--- config.mk ---
export PLATFORM = sky130hd
export DESIGN_NAME = fifo_read_streamer
export DESIGN_NICKNAME = d
export VERILOG_FILES = /design/src/rtl/fifo_pkg.sv /design/src/rtl/stream_skid_buffer.sv /design/src/rtl/fifo_read_streamer.sv
export SDC_FILE = /design/constraint.sdc
export NUM_CORES = 1
export LEC_CHECK = 0
export ABC_AREA = 1
export CORE_MARGIN = 5
export CORE_UTILIZATION = 55
export DETAILED_ROUTE_END_ITERATION = 10
export PLACE_DENSITY = 0.76
export SLEW_MARGIN = 20
export SYNTH_ARGS = -nofsm -noshare
export SYNTH_HDL_FRONTEND = slang
export SYNTH_HIERARCHICAL = 1
export SYNTH_SLANG_ARGS = --single-unit
export TNS_END_PERCENT = 1
--- constraint.sdc ---
create_clock -name read_clk -period 3 [get_ports read_clk]
set_input_delay 0.45 -clock read_clk [delete_from_list [all_inputs] [get_ports read_clk]]
set_output_delay 0.45 -clock read_clk [all_outputs]
set_load 0.01 [all_outputs]
--- src/rtl/fifo_pkg.sv ---
// Shared definitions for the asynchronous FIFO and its read-side consumers.
package fifo_pkg;

  localparam int FIFO_DATA_WIDTH = 8;
  localparam int FIFO_DEPTH      = 16;

  typedef enum logic [1:0] {
    IDLE   = 2'd0,
    STREAM = 2'd1,
    DRAIN  = 2'd2
  } state_t;

endpackage

--- src/rtl/stream_skid_buffer.sv ---
// Two-entry FIFO-ordered holding buffer; entry 0 is always the head presented downstream.
module stream_skid_buffer
  import fifo_pkg::*;
#(
  parameter int WIDTH = FIFO_DATA_WIDTH + 1
) (
  input  logic             read_clk,
  input  logic             reset_n,
  input  logic             push,
  input  logic             pop,
  input  logic [WIDTH-1:0] push_data,
  output logic [WIDTH-1:0] head_data,
  output logic             head_valid,
  output logic [1:0]       occupancy
);

  logic [WIDTH-1:0] entry_reg  [2];
  logic [WIDTH-1:0] entry_next [2];
  logic [1:0]       occ_reg;
  logic [1:0]       occ_next;
  logic [1:0]       wr_idx;
  logic             accept;

  always_comb begin
    entry_next = entry_reg;
    // Slot the incoming word lands in, after any same-cycle pop has shifted the buffer.
    wr_idx     = occ_reg - {1'b0, pop};
    accept     = push && !wr_idx[1];
    if (pop) begin
      entry_next[0] = entry_reg[1];
    end
    if (accept) begin
      entry_next[wr_idx[0]] = push_data;
    end
    occ_next = occ_reg + {1'b0, accept} - {1'b0, pop};
  end

  always_ff @(posedge read_clk or negedge reset_n) begin
    if (!reset_n) begin
      entry_reg[0] <= '0;
      entry_reg[1] <= '0;
      occ_reg      <= 2'd0;
    end else begin
      entry_reg <= entry_next;
      occ_reg   <= occ_next;
    end
  end

  assign head_data  = entry_reg[0];
  assign head_valid = (occ_reg != 2'd0);
  assign occupancy  = occ_reg;

endmodule

--- src/rtl/fifo_read_streamer.sv ---
// Read-side FIFO consumer: issues reads, absorbs the FIFO read latency and streams
// words out through a skid buffer with burst-boundary tagging.
module fifo_read_streamer
  import fifo_pkg::*;
#(
  parameter int DATA_WIDTH  = FIFO_DATA_WIDTH,
  parameter int BURST_LEN   = 16,
  parameter int COUNT_WIDTH = 16
) (
  input  logic                   read_clk,
  input  logic                   reset_n,
  input  logic                   enable,
  input  logic                   fifo_empty,
  input  logic [DATA_WIDTH-1:0]  fifo_read_data,
  output logic                   fifo_read_enable,
  output logic                   out_valid,
  input  logic                   out_ready,
  output logic [DATA_WIDTH-1:0]  out_data,
  output logic                   out_last,
  output logic [COUNT_WIDTH-1:0] words_read,
  output logic                   busy
);

  localparam logic [15:0] BURST_MAX = 16'(BURST_LEN - 1);

  state_t                 state_reg;
  state_t                 state_next;
  logic                   inflight_reg;
  logic [15:0]            burst_cnt_reg;
  logic [COUNT_WIDTH-1:0] words_read_reg;
  logic [1:0]             occupancy;
  logic [2:0]             pending;
  logic                   pop;
  logic                   push;
  logic                   push_last;
  logic [DATA_WIDTH:0]    head_data;

  assign pop       = out_valid & out_ready;
  assign push      = inflight_reg;
  assign push_last = (burst_cnt_reg == BURST_MAX);
  assign pending   = {1'b0, occupancy} + {2'b00, inflight_reg};

  // Counting a same-cycle pop as free space keeps 1 word/cycle without ever overfilling.
  assign fifo_read_enable = (state_reg == STREAM) && !fifo_empty &&
                            (pending < (3'd2 + {2'b00, pop}));

  stream_skid_buffer #(
    .WIDTH(DATA_WIDTH + 1)
  ) u_skid (
    .read_clk  (read_clk),
    .reset_n   (reset_n),
    .push      (push),
    .pop       (pop),
    .push_data ({push_last, fifo_read_data}),
    .head_data (head_data),
    .head_valid(out_valid),
    .occupancy (occupancy)
  );

  assign out_last   = head_data[DATA_WIDTH];
  assign out_data   = head_data[DATA_WIDTH-1:0];
  assign words_read = words_read_reg;
  assign busy       = (state_reg != IDLE);

  always_comb begin
    state_next = state_reg;
    unique case (state_reg)
      IDLE:    if (enable) state_next = STREAM;
      STREAM:  if (!enable) state_next = DRAIN;
      DRAIN: begin
        if (enable) begin
          state_next = STREAM;
        end else if (!inflight_reg && (occupancy == 2'd0)) begin
          state_next = IDLE;
        end
      end
      default: state_next = IDLE;
    endcase
  end

  always_ff @(posedge read_clk or negedge reset_n) begin
    if (!reset_n) begin
      state_reg      <= IDLE;
      inflight_reg   <= 1'b0;
      burst_cnt_reg  <= 16'd0;
      words_read_reg <= '0;
    end else begin
      state_reg    <= state_next;
      inflight_reg <= fifo_read_enable;
      if (push) begin
        burst_cnt_reg <= push_last ? 16'd0 : burst_cnt_reg + 16'd1;
      end
      if (pop) begin
        words_read_reg <= words_read_reg + COUNT_WIDTH'(1);
      end
    end
  end

endmodule

---- Word level (Yosys, flattened, before mapping) ----
Cells that the tools add are included.
word-level totals
  flip-flop bits (word level) ............. 55
  bits in latches ......................... 0
  bits in writable memories ............... 0
  memory bits (read-only) ................. 0
  input bits .............................. 13
  output and inout bits ................... 28
  memories kept ........................... 0
operators by class
  $add $sub $neg .......................... 7
  multiply operators ...................... 0
  div/mod/pow operators ................... 0
  magnitude comparators ................... 3
  equal/unequal tests ..................... 6
  shift operators ......................... 0
  mux-type cells .......................... 11
  bitwise gates (word level) .............. 2
  reductions and logical operators ........ 13
operators with widths
  cell                   number
  $add 16x1->16 const B  2
  $bwmux 18              1
  $mux 18                1
  $mux 9                 2
  $eq 16x4->1 const B    1
  $mux 16                1
  $demux 9 s1            1
  $mux 2                 4
  $pmux 2 s3             1
  $logic_and 1x1->1      5
  $logic_not 2->1        2
  $ne 2x2->1 const B     2
  $reduce_bool 2->1      2
  $sub 2x1->2            2
  $add 2x1->3            1
  $add 2x1->3 const A    1
  $logic_not 1->1        3
  $lt 3x3->1             1
  $ne 3x3->1 const B     1
  $reduce_and 3->1       1
  $add 2x1->2            1
  $eq 2x1->1 const B     1
  $eq 2x2->1 const B     1
  $ge 2x2->1 const B     1
  3 further kinds        3

---- Logic depth before layout (Yosys ltp) ----
  depth in word-level cells ............... 10
  mapped depth ............................ 16
  mapped depth without buffers ............ 16

---- Cells and area by module ----
The synthesis kept the hierarchy.
modules (own cells, without submodules)
  module              instances  cells an instance  area each (um^2)  sequential area each (um^2)
  fifo_read_streamer  1          260                1939.4            875.8
  stream_skid_buffer  1          167                1221.2            500.5

---- Least setup slack after synthesis ----
No wires, ideal clock.
  path type ............................... register -> register
  start point ............................. register u_skid.occ_reg[1] (netlist: u_skid/occupancy[1])
  end point ............................... register u_skid.occ_reg[1] (netlist: u_skid/occupancy[1])
  library setup time ...................... 0.116 ns
  data arrival time ....................... 2.161 ns
  setup slack ............................. 0.723 ns
  stages on the path, launching flop included .. 17
  path buffers ............................ 0
  period minus slack after synthesis ...... 2.277 ns
  cells stage by stage .................... dfrtp_1 -> inv_2 -> nand2_1 -> nand2_2 -> inv_1 -> ha_1 -> inv_2 -> nand2_2 -> nand3_2 -> clkinv_2 -> nand2_1 -> nand2_1 -> ha_1 -> xnor2_1 -> inv_1 -> nand2_1 -> nand2_1
on the way
  cells in the longest elaborated chain, start to end .. 7
RTL lines
  item                      RTL line                  RTL
  start: declaration        stream_skid_buffer.sv:19  logic [1:0] occ_reg;
  start signal: assignment  stream_skid_buffer.sv:45  occ_reg <= occ_next;
  $reduce_bool 2->1 (*)     stream_skid_buffer.sv:50  assign head_valid = (occ_reg != 2'd0);
  via out_valid             fifo_read_streamer.sv:16  output logic out_valid,
  $and 1x1->1 (*)           fifo_read_streamer.sv:38  assign pop = out_valid & out_ready;
  via pop                   fifo_read_streamer.sv:33  logic pop;
  $sub 2x1->2               stream_skid_buffer.sv:27  wr_idx = occ_reg - {1'b0, pop};
  $logic_not 1->1           stream_skid_buffer.sv:28  accept = push && !wr_idx[1];
  $logic_and 1x1->1         stream_skid_buffer.sv:28
  $add 2x1->2               stream_skid_buffer.sv:35  occ_next = occ_reg + {1'b0, accept} - {1'b0, pop};
  $sub 2x1->2 (*)           stream_skid_buffer.sv:35
  via u_skid.occ_next[1]    stream_skid_buffer.sv:20  logic [1:0] occ_next;
The timed path passes the listed nets; every way through them passes the cells marked *.
A chain may end at the register's enable or synchronous reset.

---- Final worst setup path ----
  start point ............................. register u_skid.occ_reg[1] (netlist: u_skid/occupancy[1])
  end point ............................... register u_skid.occ_reg[1] (netlist: u_skid/occupancy[1])
on the way
  cells in the longest elaborated chain, start to end .. 7
RTL lines
  item                    RTL line
  $reduce_bool 2->1 (*)   stream_skid_buffer.sv:50
  $and 1x1->1 (*)         fifo_read_streamer.sv:38
  via pop                 fifo_read_streamer.sv:33
  $sub 2x1->2             stream_skid_buffer.sv:27
  $logic_not 1->1         stream_skid_buffer.sv:28
  $logic_and 1x1->1       stream_skid_buffer.sv:28
  $add 2x1->2             stream_skid_buffer.sv:35
  $sub 2x1->2 (*)         stream_skid_buffer.sv:35
  via u_skid.occ_next[1]  stream_skid_buffer.sv:20
Marked as above.

==> flow_summary_export.csv <==
group,metric,value,unit
clock_network,tritoncts,"built",
yosys,yosysWarningCount,6,
placed_design,place_ws,289,ps
yosys,main_synth_ff_type,"dfrtp_1",
power_and_ir_drop,netSwitchingPower,0.00108,W
sta,finalHoldViolations,0,
die,floorplan.rows,27,
clock_network,hold_buffers,0,
sta,fmax,403,MHz
cells_and_area,drive_above_1_share,9.42,%
yosys,postSynthAreaPerCell,7.40,µm²
cells_and_area,num_antenna_cells,0,
die,initial_core_util,57.0,%
die,fp.dieW,85.8,µm
clock_network,cts.repair.resized,0,
critical_path,kind_of_start_point_of_the_critical_path,"flip-flop",
detailed_routing,drt-initial-drc-count,155,
power_and_ir_drop,pwr-share-comb,43.9,%
power_and_ir_drop,irDropWorstVdd,0.545,mV
run_status,run_status,"complete, no violations",
yosys,synthMostInstantiatedCell,"nand2_1",
cells_and_area,fillCellCount,506,
yosys,most_frequent_cells_after_synthesis,"nand2_1, dfrtp_1, inv_1",
critical_path,timing.setup.critical_path_class,"flip-flop to flip-flop",
placed_design,dpl.cell_count,531,
sta,worst_pin_slew,390,ps
clock_network,cts-htree-levels,2,
die,height_of_the_chip,85.8,µm
die,fp.dieArea,7360,µm²
critical_path,cp-end-kind,"flip-flop",
placed_design,globalplace.congestion,0.907,
yosys,syn-num-nets,446,
clock_network,clock-sinks,55,
flow_run,cap_viol_max_count,0,
power_and_ir_drop,pwr_density_cell,729,nW/µm²
clock_network,clock_tree.root_cell,"clkbuf_8",
critical_path,critical_path_required,3210,ps
power_and_ir_drop,cellLeakagePower,1.89,nW
sta,skew,4.56,ps
detailed_routing,postRouteWirelength,6340,µm
yosys,asyncSetResetFlopFracSynth,100,%
yosys,synth_top_cell_area_share,43.5,%
detailed_routing,routed_via_density,4.85,
yosys,share_of_the_synthesized_area_in_compound_gates_ao_oa_aoi_oai,2.18,%
sta,maxSlewHeadroom,74.0,%
clock_network,clk_pin_slew,90,ps
cells_and_area,final-instance-count-excl-fill,539,
sta,min_period_over_period,82.8,%
detailed_routing,first_pass_iters,4,
min_path,hp-class,"primary input to asynchronous set/reset pin",
clock_network,post_cts_buffers,0,
global_routing,grt.overflow.total,0,
power_and_ir_drop,clkPwrFrac,15.1,%
cells_and_area,flow.area_growth_from_synthesis,15.9,%
power_and_ir_drop,switching_part_of_the_total_power,40.5,%
detailed_routing,routedWlPerCell,11.8,µm
global_routing,grt_use_total,19.0,%
global_routing,grt_pass1_vias,2582,
yosys,synth_top_family_by_area,"simple AND/OR/NAND/NOR gates",
yosys,synth-xor-area-share,3.60,%
yosys,synth_adder_area_share,2.38,%
global_routing,grt_pass1_wl,11400,µm
die,core,5540,µm²
yosys,synth.top_cells.by_area,"dfrtp_1, nand2_1, inv_1",
yosys,synthCells,427,
yosys,post_synth_num_cell_types,31,
sta,setup_viol,0,
critical_path,crit_fanout,10,
global_routing,grt_antenna_before_repair,0,
cells_and_area,final_net_count,485,
clock_network,cts_inserted_buffers,5,
detailed_routing,detailroute.via_count,2612,
die,io_pins,41,
sta,setup_slack,517,ps
sta,timing_max_transition_violations_final,0,
clock_network,clockBufferDepth,2,
sta,final.min_clock_period,2480,ps
clock_network,insertion_delay,310,ps
power_and_ir_drop,power_frac_seq,41.1,%
critical_path,timing.critical_path.arrival,2690,ps
yosys,syn_area,3160,µm²
placed_design,hpwlAfterDp,4810,µm
global_routing,grt_max_degree,23,
cells_and_area,utilization,66.1,%
detailed_routing,drc,0,
sta,fin_tns_setup,0,ps
placed_design,buffer_ports.inserted,40,
power_and_ir_drop,internal_power,0.00159,W
yosys,synthSimpleGateAreaFrac,37.9,%
sta,setup_repair_after_global_routing_missed_its_margin,"no",
detailed_routing,postRouteAntennaNets,0,
yosys,number_of_synthesized_flops_with_an_enable_pin,0,
yosys,postSynthRegisterBits,55,
yosys,yosysSeqAreaShare,43.5,%
yosys,synth_top_area_cell,"dfrtp_1",
yosys,post_synth_mux_area_share,0,%
## cell type report
type	instances	area (µm²)	area share (%)
multi-input cells	302	1460	39.8
flip-flops and latches	55	1380	37.6
repair buffers	47	448	12.2
inverters	55	210	5.74
well taps	72	90.1	2.46
clock buffers	7	76.3	2.08
clock inverters	1	5.00	0.137
## worst max-delay path: stages, from the launching register on
cell and delay [ps]:
dfrtp_1 460, inv_2 130, nand2_1 100, nand2_2 190, inv_1 90, ha_1 260
inv_2 70, nand2_2 50, nand3_2 110, clkinv_2 160, nand2_1 100, nand2_1 60
ha_1 190, xnor2_1 220, inv_1 70, nand2_1 80, nand2_1 50
## power by group through the flow
| stage | Combinational, W | Clock [W] | Sequential (W) |
|---|---|---|---|
| final | 0.00117 | 0.000403 | 0.00110 |
| after global routing | 0.00134 | 0.000447 | 0.00113 |
| after CTS | 0.00118 | 0.000418 | 0.00110 |
| after detailed placement | 0.00117 | 0 | 0.00111 |
| after global placement | 0.00115 | 0 | 0.00110 |
| after floorplan | 0.000855 | 0 | 0.00110 |
## layout by cell type (no fill, tap or decap), types with 2 or more instances in the layout
cell type	n
nor2_4	3
nor2_2	6
buf_4	7
nand2_1	170
xor2_1	9
nor3_1	7
clkinv_2	2
nand3_1	20
dfrtp_1	55
nand4_1	11
ha_1	6
inv_1	50
nand3_2	4
inv_2	2
clkbuf_1	2
nand2_2	9
clkbuf_8	5
xnor2_1	4
clkdlybuf4s50_1	39
a21oi_1	3
o21ai_0	5
nor2_1	37
## logic make-up after synthesis
kind of cell	Yosys count
AOI/OAI and AO/OA	11
xor gates and xnor gates	13
adders and majority gates	6
buffers and inverters	70
DFF	55
and+or+nand+nor	272
## through the flow
step	hold slack [ps]	instance area, µm²	total power, W
6_report	29.0	3660	0.00267
5_1_grt	50.8	3660	0.00292
4_1_cts	33.3	3660	0.00270
3_5_place_dp	382	3580	0.00228
3_3_place_gp	382	3580	0.00224
2_1_floorplan	154	3160	0.00195
## path summary, 6_finish.rpt
| kind | startpoint | endpoint | slack, ps | depth (start not counted) |
|---|---|---|---|---|
| setup / recovery | u_skid/occupancy[1] | u_skid/occupancy[1] | 520 | 16 |
| hold / removal | reset_n | burst_cnt_reg[9] | 30 | 1 |
| setup reg to reg | u_skid/occupancy[1] | u_skid/occupancy[1] | 520 | 16 |
| hold reg to reg | flip-flop | flip-flop | 480 | 2 |
| max in group asynchronous | reset_n | u_skid/head_data[6] | 2360 | 2 |
| min in group read_clk | flip-flop | flip-flop | 480 | 2 |
## layer usage
layer	part of all wire, %	track usage [%]
met1	49	25.9
met3	2.9	3.55
met2	47	31.5
met4	0.90	4.32
met5	0	0
Power figures use the tool's default switching activity.
